[src/rtl/find_max.sv]
// find_max: streaming second-largest finder.
//   A start pulse latches a beat count. Each accepted beat offers up to three
//   8-bit operands (enabled by select). Each enabled operand is transformed by
//   the beat's instruction and merged into a running top-2 tracker. When the
//   operation completes, the tracker's second-largest value is registered on
//   second_maximum and held until the next operation completes.
//
// Build option:
//   FIND_MAX_DISTINCT_EN  defined   -> tracker keeps distinct values only
//                         undefined -> multiset semantics (duplicates count)
//
// Ports:
//   clk             rising-edge clock
//   rst_n           synchronous reset, active-HIGH (asserted when 1)
//   start           begin a new operation, latch count (overrides valid)
//   valid           beat strobe for data_A/B/C, select, instruction
//   data_A/B/C      unsigned operands
//   instruction     [1:0] op: 00 pass, 01 invert, 10 add k, 11 shift right k[2:0]
//                   [7:2] k
//   count           beats in the operation (0..7), sampled with start
//   select          operand enables: bit0=A, bit1=B, bit2=C
//   second_maximum  registered result of the last completed operation

module find_max (
  input  logic       clk,
  input  logic       rst_n,
  input  logic       start,
  input  logic       valid,
  input  logic [7:0] data_A,
  input  logic [7:0] data_B,
  input  logic [7:0] data_C,
  input  logic [7:0] instruction,
  input  logic [2:0] count,
  input  logic [2:0] select,
  output logic [7:0] second_maximum
);

  localparam int unsigned DW = 8;
  localparam int unsigned CW = 3;

  localparam logic [1:0] IDLE = 2'd0;
  localparam logic [1:0] RUN  = 2'd1;
  localparam logic [1:0] DONE = 2'd2;

  logic [1:0]    state,      state_nxt;
  logic [DW-1:0] max1,       max1_nxt;
  logic [DW-1:0] max2,       max2_nxt;
  logic [CW-1:0] beats_left, beats_nxt;
  logic [DW-1:0] result_nxt;
  logic [2*DW-1:0] merged;

  // Apply the per-beat instruction to one operand.
  function automatic logic [DW-1:0] xform(input logic [DW-1:0] x,
                                          input logic [7:0]    ins);
    logic [5:0] k;
    k = ins[7:2];
    case (ins[1:0])
      2'b00:   return x;
      2'b01:   return ~x;
      2'b10:   return x + DW'(k);
      default: return x >> k[2:0];
    endcase
  endfunction

  // Insert one candidate into the {largest, second} pair.
  function automatic logic [2*DW-1:0] top2_insert(input logic [DW-1:0] m1,
                                                  input logic [DW-1:0] m2,
                                                  input logic [DW-1:0] x);
`ifdef FIND_MAX_DISTINCT_EN
    if (x > m1)                  return {x, m1};
    else if (x != m1 && x > m2)  return {m1, x};
    else                         return {m1, m2};
`else
    // x == m1 falls through to the second test, so duplicates fill max2.
    if (x > m1)       return {x, m1};
    else if (x > m2)  return {m1, x};
    else              return {m1, m2};
`endif
  endfunction

  // Merge up to three enabled, transformed operands into the tracker.
  always_comb begin
    merged = {max1, max2};
    if (select[0]) merged = top2_insert(merged[2*DW-1:DW], merged[DW-1:0],
                                        xform(data_A, instruction));
    if (select[1]) merged = top2_insert(merged[2*DW-1:DW], merged[DW-1:0],
                                        xform(data_B, instruction));
    if (select[2]) merged = top2_insert(merged[2*DW-1:DW], merged[DW-1:0],
                                        xform(data_C, instruction));
  end

  // Next-state and next-register values.
  always_comb begin
    state_nxt  = state;
    max1_nxt   = max1;
    max2_nxt   = max2;
    beats_nxt  = beats_left;
    result_nxt = second_maximum;

    // A completed operation publishes its result even if a new one starts now.
    if (state == DONE) result_nxt = max2;

    if (start) begin
      max1_nxt  = '0;
      max2_nxt  = '0;
      beats_nxt = count;
      state_nxt = (count == '0) ? DONE : RUN;
    end else begin
      case (state)
        IDLE: state_nxt = IDLE;
        RUN: begin
          if (valid) begin
            max1_nxt  = merged[2*DW-1:DW];
            max2_nxt  = merged[DW-1:0];
            beats_nxt = beats_left - CW'(1);
            if (beats_left == CW'(1)) state_nxt = DONE;
          end
        end
        DONE:    state_nxt = IDLE;
        default: state_nxt = IDLE;
      endcase
    end
  end

  // State and datapath registers.
  always_ff @(posedge clk) begin
    if (rst_n) begin
      state          <= IDLE;
      max1           <= '0;
      max2           <= '0;
      beats_left     <= '0;
      second_maximum <= '0;
    end else begin
      state          <= state_nxt;
      max1           <= max1_nxt;
      max2           <= max2_nxt;
      beats_left     <= beats_nxt;
      second_maximum <= result_nxt;
    end
  end

endmodule

[config.mk]
export PLATFORM = sky130hd
export DESIGN_NAME = find_max
export DESIGN_NICKNAME = d
export VERILOG_FILES = /design/src/rtl/find_max.sv
export SDC_FILE = /design/constraint.sdc
export NUM_CORES = 1
export LEC_CHECK = 0
export CORE_MARGIN = 2
export CORE_UTILIZATION = 50
export CTS_CLUSTER_DIAMETER = 40
export CTS_CLUSTER_SIZE = 40
export DETAILED_ROUTE_END_ITERATION = 10
export MAX_ROUTING_LAYER = met4
export PLACE_DENSITY = 0.81
export SYNTH_ARGS = -nofsm -noshare
export SYNTH_HDL_FRONTEND = slang
export SYNTH_SLANG_ARGS = --single-unit
[constraint.sdc]
create_clock -name clk -period 11 [get_ports clk]
set_input_delay 2.75 -clock clk [delete_from_list [all_inputs] [get_ports clk]]
set_output_delay 2.75 -clock clk [all_outputs]
set_load 0.01 [all_outputs]
* After elaboration in Yosys (flattened, before gate mapping)
Cells that the tools add are included.
** Word-level totals
- Bits in writable memories :: 0
- Word-level logic and storage cells :: 59
- Latch bits :: 0
- Memories kept :: 0
- ROM bits :: 0
- Register bits :: 29
** Operators by class
- $mul :: 0
- Add/subtract/negate cells :: 4
- Shifts and indexed selects :: 3
- Div/mod/pow operators :: 0
- Reduce and logical (&&, ||, !) cells :: 8
- Equal/unequal tests :: 7
- Order comparisons :: 6
- Bitwise gates (word level) :: 3
- Mux-type cells :: 23
** Operators by type and width (number)
- $mux 16 :: 6
- $pmux 8 s3 :: 3
- $gt 8x8->1 :: 6
- $mux 8 :: 6
- $add 8x6->8 :: 3
- $not 8->8 :: 3
- $shr 8x3->8 :: 3
- $mux 2 :: 5
- $mux 3 :: 3
- $ne 3x3->1 const B :: 2
- $reduce_and 2->1 :: 3
- $eq 2x1->1 const B :: 2
- $eq 2x2->1 const B :: 2
- $reduce_bool 2->1 :: 2
- $eq 3x1->1 const B :: 1
- $logic_not 3->1 :: 1
- $sub 3x1->3 const B :: 1
- $logic_not 2->1 :: 1
- $reduce_or 2->1 :: 1

* Longest topological paths before layout
Gate-level depths: netlist (run 1).
- Depth after elaboration :: 15
- Depth in mapped cells :: 36
- Gate-level depth less buffers :: 35

* Least setup slack after synthesis (run 1)
OpenSTA, ideal clock, no wires.
- Path kind :: input -> register
- From :: input data_A[0]
- To :: register max2[7]
- Arrival :: 8952 ps
- Buffers on the path :: 2
- Path slack :: 1927 ps
- Stages on the path :: 29
- Setup time :: 120 ps
- Data required time :: 10880 ps
- Cell sequence :: ha_1 -> fa_1 -> a211oi_1 -> o21ai_0 -> mux2i_1 -> o21ai_1 -> ha_1 -> and4_4 -> nand4_1 -> o31a_1 -> nand2_2 -> nor2_1 -> mux2i_2 -> ha_1 -> a21oi_1 -> o21ai_0 -> o21bai_2 -> clkbuf_1 -> buf_2 -> o21ai_0 -> ha_1 -> a21o_1 -> a21oi_1 -> o2111a_1 -> a2111oi_4 -> nor2b_1 -> a221o_1 -> o21ai_1 -> o21bai_1
** Between the ends
- Longest elaborated chain between the ends :: 15
** Ends and longest elaborated chain
- from (decl) :: RTL line 29 : input logic [7:0] data_A,
- $add 8x6->8 (tied with other cells) :: RTL line 60 : 2'b10: return x + DW'(k);
- $pmux 8 s3 * :: RTL line 57 : case (ins[1:0])
- $mux 8 * :: RTL line 84 : if (select[0]) merged = top2_insert(merged[2*DW-1:DW], merged[DW-1:0],
- $gt 8x8->1 :: RTL line 76 : else if (x > m2) return {m1, x};
- $mux 8 :: RTL line 76
- $mux 16 * :: RTL line 75 : if (x > m1) return {x, m1};
- $mux 16 * :: RTL line 84
- $gt 8x8->1 :: RTL line 76
- $mux 8 :: RTL line 76
- $mux 16 :: RTL line 75
- $mux 16 * :: RTL line 86 : if (select[1]) merged = top2_insert(merged[2*DW-1:DW], merged[DW-1:0],
- $gt 8x8->1 :: RTL line 76
- $mux 8 :: RTL line 76
- $mux 16 :: RTL line 75
- $mux 16 * :: RTL line 88 : if (select[2]) merged = top2_insert(merged[2*DW-1:DW], merged[DW-1:0],
- to (signal assigned) :: RTL line 136 : max2 <= max2_nxt;
- to (decl) :: RTL line 47 : logic [DW-1:0] max2, max2_nxt;
Every way passes the cells marked *; elsewhere a longest branch is shown, timed or not. The select of a mux whose other input is x is not followed.
A chain may end at the register's enable or synchronous reset.

* Final worst setup path (run 1)
Same ends and word-level chain as after synthesis.

==> results of run 1 <==
==> worst min-delay path, cell delays in order, from the launching register on <==
cell	delay, ns
dfxtp_1	0.32
a21oi_1	0.06
nor2_1	0.07
==> area by class of cell <==
class,instances,area [sq um]
sequential,29,580.6
inverter,41,153.9
clock inverter,1,5.005
fill,948,4362
tap,136,170.2
timing repair buffer,59,560.5
multi-input combinational,604,4395
clock buffer,7,96.34
==> layout by cell type, fill, tap and decap left out, types with 15 or more instances in the layout <==
master           instances
mux2i_1                 23
a211oi_1                15
a21oi_1                 66
clkdlybuf4s50_1         48
o21ai_0                 31
xor2_1                  15
o21ai_1                 17
nor2_1                  69
inv_1                   38
dfxtp_1                 29
ha_1                    68
nand2_1                 63
==> through the flow <==
step                utilization (%)  std cells  power [mW]  setup slack [ns]  hold slack (ns)
global route                  57.75        877      0.6724           0.08601           0.5184
detailed placement            56.77        869      0.5186            0.4825           0.4770
global placement              56.77        869      0.5051            0.6940           0.4653
CTS                           57.75        877      0.6155            0.7648           0.4854
floorplan                         -        711      0.4078             1.927           0.4422
finish                        57.75        877      0.6240            0.6279           0.4855
==> flip-flops by register name, indices dropped and copies added, names as in the netlist <==
register        flops
state               2
max2                8
beats_left          3
second_maximum      8
max1                8
==> where the power goes <==
| group | switching, mW | internal (mW) | total [mW] |
|---|---|---|---|
| Sequential | 0.00294 | 0.108 | 0.111 |
| Combinational | 0.252 | 0.165 | 0.417 |
| Clock | 0.0396 | 0.0564 | 0.0960 |
==> path summary, 6_finish.rpt <==
kind                       endpoint  slack, ns
setup / recovery            max2[7]       0.63
hold / removal    second_maximum[6]       0.49
hold reg to reg   second_maximum[6]       0.49
setup reg to reg            max2[7]       4.63
==> cells by family after synthesis <==
family,Yosys count
AOI/OAI and AO/OA,244
xor gates and xnor gates,29
adders and majority gates,71
buffers and inverters,78
DFF,29
muxes,39
and+or+nand+nor,221
==> per-layer routing <==
metal / vias up / wire length [um]
li1: 2702 / -
met1: 2625 / 7790
met2: 244 / 7894
met3: 29 / 1211
met4: 0 / 263
met5: - / 0
==> results.py, run 1 <==
metrics = {
    "worst_setup_path": {
        "crit_type": "primary input to register",
        "crit_start": "data_A[0]",
        "slowest_delay_ns": 0.58,
        "rr_startpoint": "max1[5]",
        "cp_slowest_cell": "a2111oi_4",
        "worst-path-buf-inv": 2,
        "critical_path_depth": 31,
        "start_kind": "primary input",
        "critPathRequiredTime_ns": 11.17,
        "endpoint_kind": "register",
        "ff2ff_path_depth": 25,
        "cp.arrival_ns": 10.54,
        "path_max_fanout": 11,
        "timing.critical_path.mode_cell": "ha_1",
        "critPathTopFamily": "compound AO/OA/AOI/OAI gates",
    },
    "route": {
        "drc": 0,
        "ant_nets": 0,
        "vias_per_cell": 6.385,
        "vias": 5600,
        "finalWirelength_um": 17160,
        "wl_per_cell_um": 19.57,
        "initialDrtViolationCount": 522,
        "dr.pass1.iters": 5,
    },
    "floorplan": {
        "initial_core_util_pct": 51.44,
        "die_area_sq_mm": 0.01146,
        "die_w_um": 107.1,
        "core_sq_mm": 0.01032,
        "io_pins": 50,
        "fp-row-count": 37,
        "die_h_um": 107.1,
    },
    "cts": {
        "ctsLongestPathBuffers": 2,
        "clkSlewWorstSetupHoldPaths_ns": 0.06,
        "ctsResizeCount": 0,
        "cts_made_buffers": 5,
        "cts_setup_buffers": 0,
        "cts.sink_count": 29,
        "cts_hold_buf": 0,
        "cts_root_buf": "clkbuf_8",
        "cts_tree": "done",
        "htreeDepth": 2,
        "clk_latency_ns": 0.29,
    },
    "sta": {
        "tightest_slew_ns": 0.7808,
        "slew_viol_final": 0,
        "hold_viol": 0,
        "setup_tns_ns": 0,
        "rsz0062_at_grt": "false",
        "relSlewSlack_pct": 47.39,
        "fin_skew_ns": 0.006512,
        "finalCriticalPeriod_ns": 10.37,
        "finalSetupViolCount": 0,
        "period_share_pct": 94.29,
        "max_freq_ghz": 0.09641,
    },
    "power": {
        "p_per_area_mw_per_mm2": 104.7,
        "ir_drop_v": 0.00005488,
        "power.leakage_nw": 2.362,
    },
    "logic_synthesis": {
        "synth_largest_area_cell": "ha_1",
        "synth.distinct_cells": 86,
        "syn-num-nets": 824,
        "synth_xor_xnor_area_share_pct": 4.783,
        "synth_compound_area_share_pct": 31.20,
        "synthMuxAreaShare_pct": 9.307,
        "ys.flop_type": "dfxtp_1",
        "synthAdderAreaFrac_pct": 17.15,
        "ys_ff_latch": 29,
        "synthArstFlopShare_pct": 0,
        "seq_area_frac_synth_pct": 10.93,
        "ys_warn_count": 0,
        "synth_area_leaders": "ha_1, dfxtp_1, a21oi_1",
        "synth_area_sq_mm": 0.005310,
        "postSynthAreaPerCell_sq_um": 7.468,
        "synthCells": 711,
        "synthSimpleGateAreaFrac_pct": 20.33,
        "yosys.area.top_type_share_pct": 16.02,
        "synth_top_family_by_area": "compound AO/OA/AOI/OAI gates",
        "synth_top_cells_by_count": "nor2_1, ha_1, a21oi_1",
        "synth_edf_count": 0,
        "yosys.cell_count.top_type": "nor2_1",
    },
    "global_route": {
        "grt_start_max_net_pins": 32,
        "grt_util_met2_pct": 50.45,
        "antenna_found_initial": 0,
        "grtUsageMet1_pct": 41.95,
        "grt_pass1_wl_um": 27790,
        "grt_pass1_vias": 5382,
        "grtUsageTotal_pct": 31.15,
        "grt_busiest_layer": "met2",
        "use_met3_pct": 3.222,
        "grt-ovfl-total": 0,
    },
    "layout": {
        "diodes": 0,
        "nNetsFinal": 853,
        "fin_area_sq_mm": 0.005962,
        "layout-drive-gt1-share_pct": 8.502,
        "syn2layout_area_growth_pct": 12.28,
    },
    "min_path": {
        "hold_start": "second_maximum[6]",
        "min_path_type": "register to register",
        "hold_depth": 2,
    },
    "placement": {
        "detailed_place.area_sq_mm": 0.005861,
        "port-buffer-count": 49,
        "dp_hpwl_um": 13820,
        "gp_congestion": 0.9617,
    },
    "outcome": {
        "status": "complete, no violations",
    },
    "flow_run": {
        "maxCapViolations": 0,
    },
}
Note: power is estimated with default switching activity, not from simulation.
==> run 2, diff against run 1 <==
--- a/config.mk
+++ b/config.mk
@@ -5,6 +5,7 @@
 export SDC_FILE = /design/constraint.sdc
 export NUM_CORES = 1
 export LEC_CHECK = 0
+export ABC_CLOCK_PERIOD_IN_PS = 11000
 export CORE_MARGIN = 2
 export CORE_UTILIZATION = 50
 export CTS_CLUSTER_DIAMETER = 40
==> results of run 2 <==
Final layout, timing and power as in run 1 (identical DEF).
==> run 3, diff against run 2 <==
--- a/config.mk
+++ b/config.mk
@@ -8,7 +8,6 @@
 export ABC_CLOCK_PERIOD_IN_PS = 11000
 export CORE_MARGIN = 2
 export CORE_UTILIZATION = 50
-export CTS_CLUSTER_DIAMETER = 40
 export CTS_CLUSTER_SIZE = 40
 export DETAILED_ROUTE_END_ITERATION = 10
 export MAX_ROUTING_LAYER = met4
==> results of run 3 <==
Final layout, timing and power as in run 1 (identical DEF).
